<file path="config.mk">
export PLATFORM = sky130hd
export DESIGN_NAME = hrfp_round
export DESIGN_NICKNAME = d
export VERILOG_FILES = /design/src/rtl/hrfp_round.sv
export SDC_FILE = /design/constraint.sdc
export NUM_CORES = 1
export LEC_CHECK = 0
export ABC_AREA = 1
export ABC_CLOCK_PERIOD_IN_PS = 1600
export BUFFER_PORTS_ARGS = -buffer_cell sky130_fd_sc_hd__buf_2
export CORE_ASPECT_RATIO = 1.5
export CORE_MARGIN = 5
export CORE_UTILIZATION = 50
export DETAILED_ROUTE_END_ITERATION = 10
export PLACE_DENSITY = 0.76
export SYNTH_ARGS = -nofsm -noshare
export SYNTH_HDL_FRONTEND = slang
export SYNTH_SLANG_ARGS = --single-unit
</file>
<file path="constraint.sdc">
create_clock -name clk -period 1.6 [get_ports clk]
set_input_delay 0 -clock clk [delete_from_list [all_inputs] [get_ports clk]]
set_output_delay 0 -clock clk [all_outputs]
set_load 0.02 [all_outputs]
</file>
<file path="src/rtl/hrfp_round.sv">
// Base-16 floating-point rounding stage: two-stage valid/ready pipeline that applies
// the selected rounding mode to a normalized mantissa and handles carry, overflow, zero and specials.
module hrfp_round #(
    parameter int MODE_W = 2,
    parameter int EXPW   = 8
) (
    input  logic               clk,
    input  logic               rst_n,
    input  logic               in_valid,
    output logic               in_ready,
    input  logic [3+EXPW-1:0]  in_result,
    input  logic [30:0]        in_mantissa,
    input  logic [MODE_W-1:0]  rmode,
    output logic               out_valid,
    input  logic               out_ready,
    output logic [28+EXPW-1:0] out_result,
    output logic               out_inexact,
    output logic               out_overflow
);

    localparam logic [EXPW-1:0] EXP_MAX  = {EXPW{1'b1}};
    localparam logic [24:0]     MANT_ONE = 25'h0200000;

    function automatic logic calc_inc(input logic [MODE_W-1:0] mode, input logic sign,
                                      input logic l, input logic r, input logic s);
        logic inc_v;
        case (mode)
            MODE_W'(0): inc_v = r & (s | l);
            MODE_W'(1): inc_v = 1'b0;
            MODE_W'(2): inc_v = ~sign & (r | s);
            MODE_W'(3): inc_v = sign & (r | s);
            default:    inc_v = 1'b0;
        endcase
        return inc_v;
    endfunction

    logic            s1_valid_r, s1_special_r, s1_nan_r, s1_sign_r;
    logic [EXPW-1:0] s1_exp_r;
    logic [24:0]     s1_kept_r;
    logic            s1_zero_r, s1_inc_r, s1_inexact_r;

    logic            s1_load_s, s2_load_s;
    logic            in_special_s, in_sign_s, in_inc_s, in_rs_s;
    logic            unused_msb_s;

    logic            nx_special_s, nx_nan_s, nx_overflow_s, nx_inexact_s;
    logic [EXPW-1:0] nx_exp_s;
    logic [24:0]     nx_mant_s;
    logic [25:0]     sum_s;

    assign s2_load_s    = ~out_valid | out_ready;
    assign s1_load_s    = ~s1_valid_r | s2_load_s;
    assign in_ready     = s1_load_s;
    assign in_special_s = in_result[EXPW+2];
    assign in_sign_s    = in_result[EXPW];
    assign in_rs_s      = in_mantissa[4] | (|in_mantissa[3:0]);
    assign unused_msb_s = in_mantissa[30];

    // Rounding decision for the incoming operand; specials never increment.
    always_comb begin
        in_inc_s = 1'b0;
        if (in_special_s) begin
            in_inc_s = 1'b0;
        end else begin
            in_inc_s = calc_inc(rmode, in_sign_s, in_mantissa[5], in_mantissa[4], |in_mantissa[3:0]);
        end
    end

    // Stage 1 register: captures operand fields plus the decided increment.
    always_ff @(posedge clk or negedge rst_n) begin
        if (!rst_n) begin
            s1_valid_r   <= 1'b0;
            s1_special_r <= 1'b0;
            s1_nan_r     <= 1'b0;
            s1_sign_r    <= 1'b0;
            s1_exp_r     <= {EXPW{1'b0}};
            s1_kept_r    <= 25'd0;
            s1_zero_r    <= 1'b0;
            s1_inc_r     <= 1'b0;
            s1_inexact_r <= 1'b0;
        end else if (s1_load_s) begin
            s1_valid_r <= in_valid;
            if (in_valid) begin
                s1_special_r <= in_special_s;
                s1_nan_r     <= in_result[EXPW+1];
                s1_sign_r    <= in_sign_s;
                s1_exp_r     <= in_result[EXPW-1:0];
                s1_kept_r    <= in_mantissa[29:5];
                s1_zero_r    <= (in_mantissa[29:0] == 30'd0);
                s1_inc_r     <= in_inc_s;
                s1_inexact_r <= in_rs_s & ~in_special_s;
            end
        end
    end

    assign sum_s = {1'b0, s1_kept_r} + {25'd0, s1_inc_r};

    // Stage 2 datapath: priority is special passthrough, then zero, then digit carry.
    always_comb begin
        nx_special_s  = s1_special_r;
        nx_nan_s      = s1_nan_r;
        nx_exp_s      = s1_exp_r;
        nx_mant_s     = sum_s[24:0];
        nx_overflow_s = 1'b0;
        nx_inexact_s  = s1_inexact_r;
        if (s1_special_r) begin
            nx_mant_s    = s1_kept_r;
            nx_inexact_s = 1'b0;
        end else if (s1_zero_r) begin
            nx_exp_s     = {EXPW{1'b0}};
            nx_mant_s    = 25'd0;
            nx_inexact_s = 1'b0;
        end else if (sum_s[25]) begin
            if (s1_exp_r == EXP_MAX) begin
                nx_special_s  = 1'b1;
                nx_nan_s      = 1'b0;
                nx_exp_s      = EXP_MAX;
                nx_mant_s     = 25'd0;
                nx_overflow_s = 1'b1;
            end else begin
                nx_exp_s  = s1_exp_r + EXPW'(1);
                nx_mant_s = MANT_ONE;
            end
        end else begin
            nx_mant_s = sum_s[24:0];
        end
    end

    // Stage 2 / output register: holds steady while the consumer stalls.
    always_ff @(posedge clk or negedge rst_n) begin
        if (!rst_n) begin
            out_valid    <= 1'b0;
            out_result   <= {(28+EXPW){1'b0}};
            out_inexact  <= 1'b0;
            out_overflow <= 1'b0;
        end else if (s2_load_s) begin
            out_valid <= s1_valid_r;
            if (s1_valid_r) begin
                out_result   <= {nx_special_s, nx_nan_s, s1_sign_r, nx_exp_s, nx_mant_s};
                out_inexact  <= nx_inexact_s;
                out_overflow <= nx_overflow_s;
            end
        end
    end

endmodule

</file>
# Word level (Yosys, flattened, before mapping)
# Cells that the tools add are included.
[word_totals] register_bits=79 in_bits=48 wordCells=57
[op_classes] eq_ne=4 n_bitwise=12 n_reduce_logical=5 muxes=21 add_sub_neg=2
[ops] operator="25-bit two-way mux" n=3
[ops] operator="8-bit two-way mux" n=4
[ops] operator="30-bit logical NOT" n=1
[ops] operator="25-bit by 1-bit adder with 26-bit output" n=1
[ops] operator="22-bit two-way mux" n=1
[ops] operator="1-bit two-way mux" n=12
[ops] operator="8-bit by 1-bit adder with 8-bit output (second input constant)" n=1
[ops] operator="8-bit == test (second input constant)" n=1
[ops] operator="1-bit bitwise AND" n=4
[ops] operator="2-bit == test (second input constant)" n=2
[ops] operator="1-bit NOT" n=4
[ops] operator="1-bit bitwise OR" n=4
[ops] operator="1-bit one-hot mux with 4 select lines" n=1
[ops] operator="2-bit AND reduction" n=2
[ops] operator="4-bit OR reduction" n=1
[ops] operator="2-bit by 1-bit == test with 1-bit output (second input constant)" n=1
[ops] operator="2-bit logical NOT" n=1

# Logic depth before layout (Yosys ltp)
[depth] word_depth=5 depth_mapped=12 mapped_depth_nobuf=12

# Least setup slack after synthesis
# OpenSTA, ideal clock, no wires.
[synth_path] path_kind="register to register" startpoint="reg s1_kept_r[0]" endpoint="reg out_result[22]" path_buffers=0 setup_time_ps=117 required_ps=1483 path_stages_with_launch=10 arrival_ps=1448 synth_period_minus_slack_ps=1566 path_slack_ps=34 path_cell_list="dfrtp_1 > ha_1 > ha_1 > nand3_2 > nor2_4 > nand4_4 > nor2_4 > nand3_1 > nand3_1 > nand2_1"
[synth_between] elab_chain_len=4
[synth_rtl] item="start: declaration" line_no="39" source="logic [24:0] s1_kept_r;"
[synth_rtl] item="start signal: assignment" line_no="88" source="s1_kept_r <= in_mantissa[29:5];"
[synth_rtl] item="25-bit by 1-bit adder with 26-bit output" line_no="96" source="assign sum_s = {1'b0, s1_kept_r} + {25'd0, s1_inc_r};"
[synth_rtl] item="25-bit two-way mux" line_no="113" source="end else if (sum_s[25]) begin"
[synth_rtl] item="25-bit two-way mux" line_no="109" source="end else if (s1_zero_r) begin"
[synth_rtl] item="25-bit two-way mux" line_no="106" source="if (s1_special_r) begin"
[synth_rtl] item="end signal: assignment" line_no="133" source="out_result <= {(28+EXPW){1'b0}};"
[synth_rtl] item="end signal: assignment" line_no="139" source="out_result <= {nx_special_s, nx_nan_s, s1_sign_r, nx_exp_s, nx_mant_s};"
[synth_rtl] item="end: declaration" line_no="16" source="output logic [28+EXPW-1:0] out_result,"
# No other way between the ends.
# A chain may end at the register's enable or synchronous reset.

# Worst setup path in the final report
[layout_path] startpoint="reg s1_kept_r[0]" endpoint="reg out_result[16]"
# The elaborated chain is that of the path after synthesis.

==> flow_summary.json <==
{
  "start_util": 0.505,
  "ant_nets": 0,
  "h-tree-depth": 3,
  "fin_area_um2": 6260,
  "clock_latency_ps": 340,
  "cts_sinks": 79,
  "cts-root-buf": "clkbuf_16",
  "fillers": 671,
  "startpoint_type": "register",
  "yosysTopAreaCell": "dfrtp_1",
  "area.growth.synth_to_final_pct": 42.1,
  "syn_inst": 558,
  "num_vias": 4404,
  "first_global_vias": 4311,
  "synth.avg_cell_area_um2": 7.89,
  "portBuffers": 86,
  "drv_slew": 0,
  "synthArstFlopShare": 1.00,
  "finClkSkew_ps": 6.78,
  "grt_pass1_wl_mm": 20.2,
  "pin_count": 88,
  "seqCellArea_um2": 1980,
  "path_max_fanout": 7,
  "cts_buffers": 9,
  "rows": 42,
  "power_density_nw_per_um2": 1160,
  "status": "finished, violations left",
  "cpMostUsedCell": "nand2_8",
  "place_area_um2": 5240,
  "hp-class": "in -> reg",
  "r2r_end": "out_result[16]",
  "yosysMostFrequentCell": "nand2_1",
  "die-height_um": 125,
  "grt_usage": 0.235,
  "fin_ws_ps": -52.7,
  "synth.area.top_cells": "dfrtp_1 (45%), nand2_1 (16%), nand3_1 (4.9%), o21ai_0 (4.7%), inv_1 (4.4%)",
  "diodes": 0,
  "cp_slowest_cell": "dfrtp_1",
  "ys_types": 44,
  "max_freq_ghz": 0.605,
  "worstPathBufferInverterCount": 2,
  "finalPower_mw": 7.25,
  "wirelength_mm": 12.8,
  "drt_pass1_iterations": 5,
  "dieArea_um2": 10800,
  "multi_input_area_um2": 2310,
  "yosysWarningCount": 0,
  "dp.cells": 779,
  "drt-vias-per-instance": 5.21,
  "path_class": "reg -> reg",
  "hold_viol": 0,
  "hpwl_mm": 8.86,
  "setup_viol": 9,
  "hold_ws_ps": 53.9,
  "slew_headroom": 0.655,
  "fin_setup_tns_ps": -255,
  "hold_depth": 5,
  "overflow": 0,
  "critPathCaptureType": "register",
  "drv_cap": 0,
  "core_um2": 8720,
  "drc_errors": 0,
  "gp_congestion": 0.878,
  "synth_seq_cells": 79,
  "syn_area_um2": 4400,
  "yosysTopAreaCellShare": 0.449,
  "antenna_found_initial": 0,
  "worst_slew_pin_slew_ps": 518,
  "violations": "negative setup slack",
  "period_minus_slack_ps": 1650,
  "routedWlPerCell_um": 15.2,
  "cts_tree": "done",
  "rsz0062_at_grt": "yes",
  "die_w_um": 86.6,
  "power.leakage_nw": 3.14,
  "required_ps": 1880,
  "drive_above_1_share": 0.318,
  "clk_pin_slew_ps": 60,
  "clock_path_buffers": 2,
  "crit_path_cell_trace": "ha_4 > nand3_4 > nor2_4 > nand2_4 > clkinv_8 > nand2_8 > nand2_8 > buf_12 > a21oi_4 > nand3_1 > nand2_1",
  "ff2ff_setup_slack_ps": -50,
  "layout.cells.non_filler": 845,
  "r2r_cells": 11,
  "synthFlopType": "dfrtp_1",
  "peakVddDrop_mv": 0.686,
  "arrival_ps": 1930,
  "finalCritPeriodShare": 1.03,
  "r2r-start": "s1_kept_r[0]",
  "synth_edf_count": 0,
  "cp_slowest_stage_delay_ps": 410,
  "min-delay-start": "in_mantissa[0]",
  "num-nets-final": 781,
  "synth_nets": 609,
  "ys_top_cells_by_count": "nand2_1 (185), dfrtp_1 (79), inv_1 (52)",
  "drt-initial-drc-count": 256,
  "grt_max_degree": 39,
  "crit_family": "simple AND/OR/NAND/NOR gates",
  "yosysSeqAreaShare": 0.449,
  "min_to": "s1_inc_r"
}
==> repair_timing <==
item / in CTS / in global routing
gates cloned: 0 / 1
resized for setup: 9 / 36
buffers inserted: 3 / 5
pin swaps: 5 / 12
endpoints found under the setup margin: 11 / 24
hold endpoints to repair: 73 / 0
hold buffers: 41 / 0
==> cell families after synthesis <==
logic type | share of synthesized area
AOI/OAI and AO/OA | 0.113
and+or+nand+nor | 0.342
adders and majority gates | 0.00853
DFF | 0.449
buffers and inverters | 0.0696
xor gates and xnor gates | 0.0179
==> cell type report <==
type / instances / area share
Clock buffer: 10 / 0.0366
Clock inverter: 6 / 0.0136
Inverter: 55 / 0.0378
Multi-Input combinational cell: 408 / 0.369
Sequential cell: 79 / 0.316
Tap cell: 110 / 0.0220
Timing Repair Buffer: 177 / 0.205
==> worst reg2reg max path, cell delays in order (launching register included) <==
cell and delay [ps]:
dfrtp_1 410, ha_4 190, nand3_4 90, nor2_4 40
nand2_4 90, clkinv_8 90, nand2_8 80, nand2_8 70
buf_12 140, a21oi_4 210, nand3_1 110, nand2_1 70
==> where the power goes <==
group | switching, mW | total, mW | internal [mW]
clock network | 0.809 | 2.17 | 1.36
logic | 1.43 | 2.30 | 0.869
registers | 0.335 | 2.78 | 2.44
==> cell usage in the layout (no fill, tap or decap), types with 4 or more instances in the layout <==
cell and count:
nand3_2 7, a21oi_2 5, nand3_1 37, dfrtp_1 79, nand2_8 4, a21oi_1 17, buf_4 45, xor2_1 5
nor2_4 8, nand2_1 173, nor4_1 4, inv_1 52, dlygate4sd3_1 41, nor2_2 6, buf_12 5, buf_2 85
clkbuf_16 9, nand2_2 19, nand4_1 8, nor2_1 34, o21ai_2 10, nand2_4 4, o21ai_0 40
==> per-stage QoR <==
step,util,setup slack [ps]
final,0.717,-52.7
after global routing,0.717,-132
after CTS,0.692,-47.3
after detailed placement,0.601,-128
after global placement,0.601,-59.4
after floorplan,-,34.3
==> routing by layer <==
layer | GRT usage | wire length, um
met2 | 0.423 | 6930
met5 | 0 | 0
met4 | 0.103 | 473
met1 | 0.265 | 4830
met3 | 0.0428 | 596
==> flip-flops by register name (all words and copies together), names as in the netlist <==
signal        cells
out_result       36
s1_kept_r        25
s1_exp_r          8
out_inexact       1
out_overflow      1
out_valid         1
s1_inc_r          1
s1_inexact_r      1
s1_nan_r          1
s1_sign_r         1
s1_special_r      1
s1_valid_r        1
s1_zero_r         1
==> worst max-delay path by stage <==
| stage | start | end | slack [ps] | depth (start not counted) |
|---|---|---|---|---|
| 2_1_floorplan | s1_kept_r[0] | out_result[22] | 30 | 9 |
| 4_1_cts | s1_inc_r | out_result[24] | -50 | 10 |
| 3_3_place_gp | s1_kept_r[0] | out_result[20] | -60 | 10 |
| 3_5_place_dp | s1_inc_r | out_result[22] | -130 | 9 |
| 6_report | s1_kept_r[0] | out_result[16] | -50 | 11 |
| 5_1_grt | s1_kept_r[0] | out_result[22] | -130 | 10 |
Note: power is estimated with default switching activity, not from simulation.
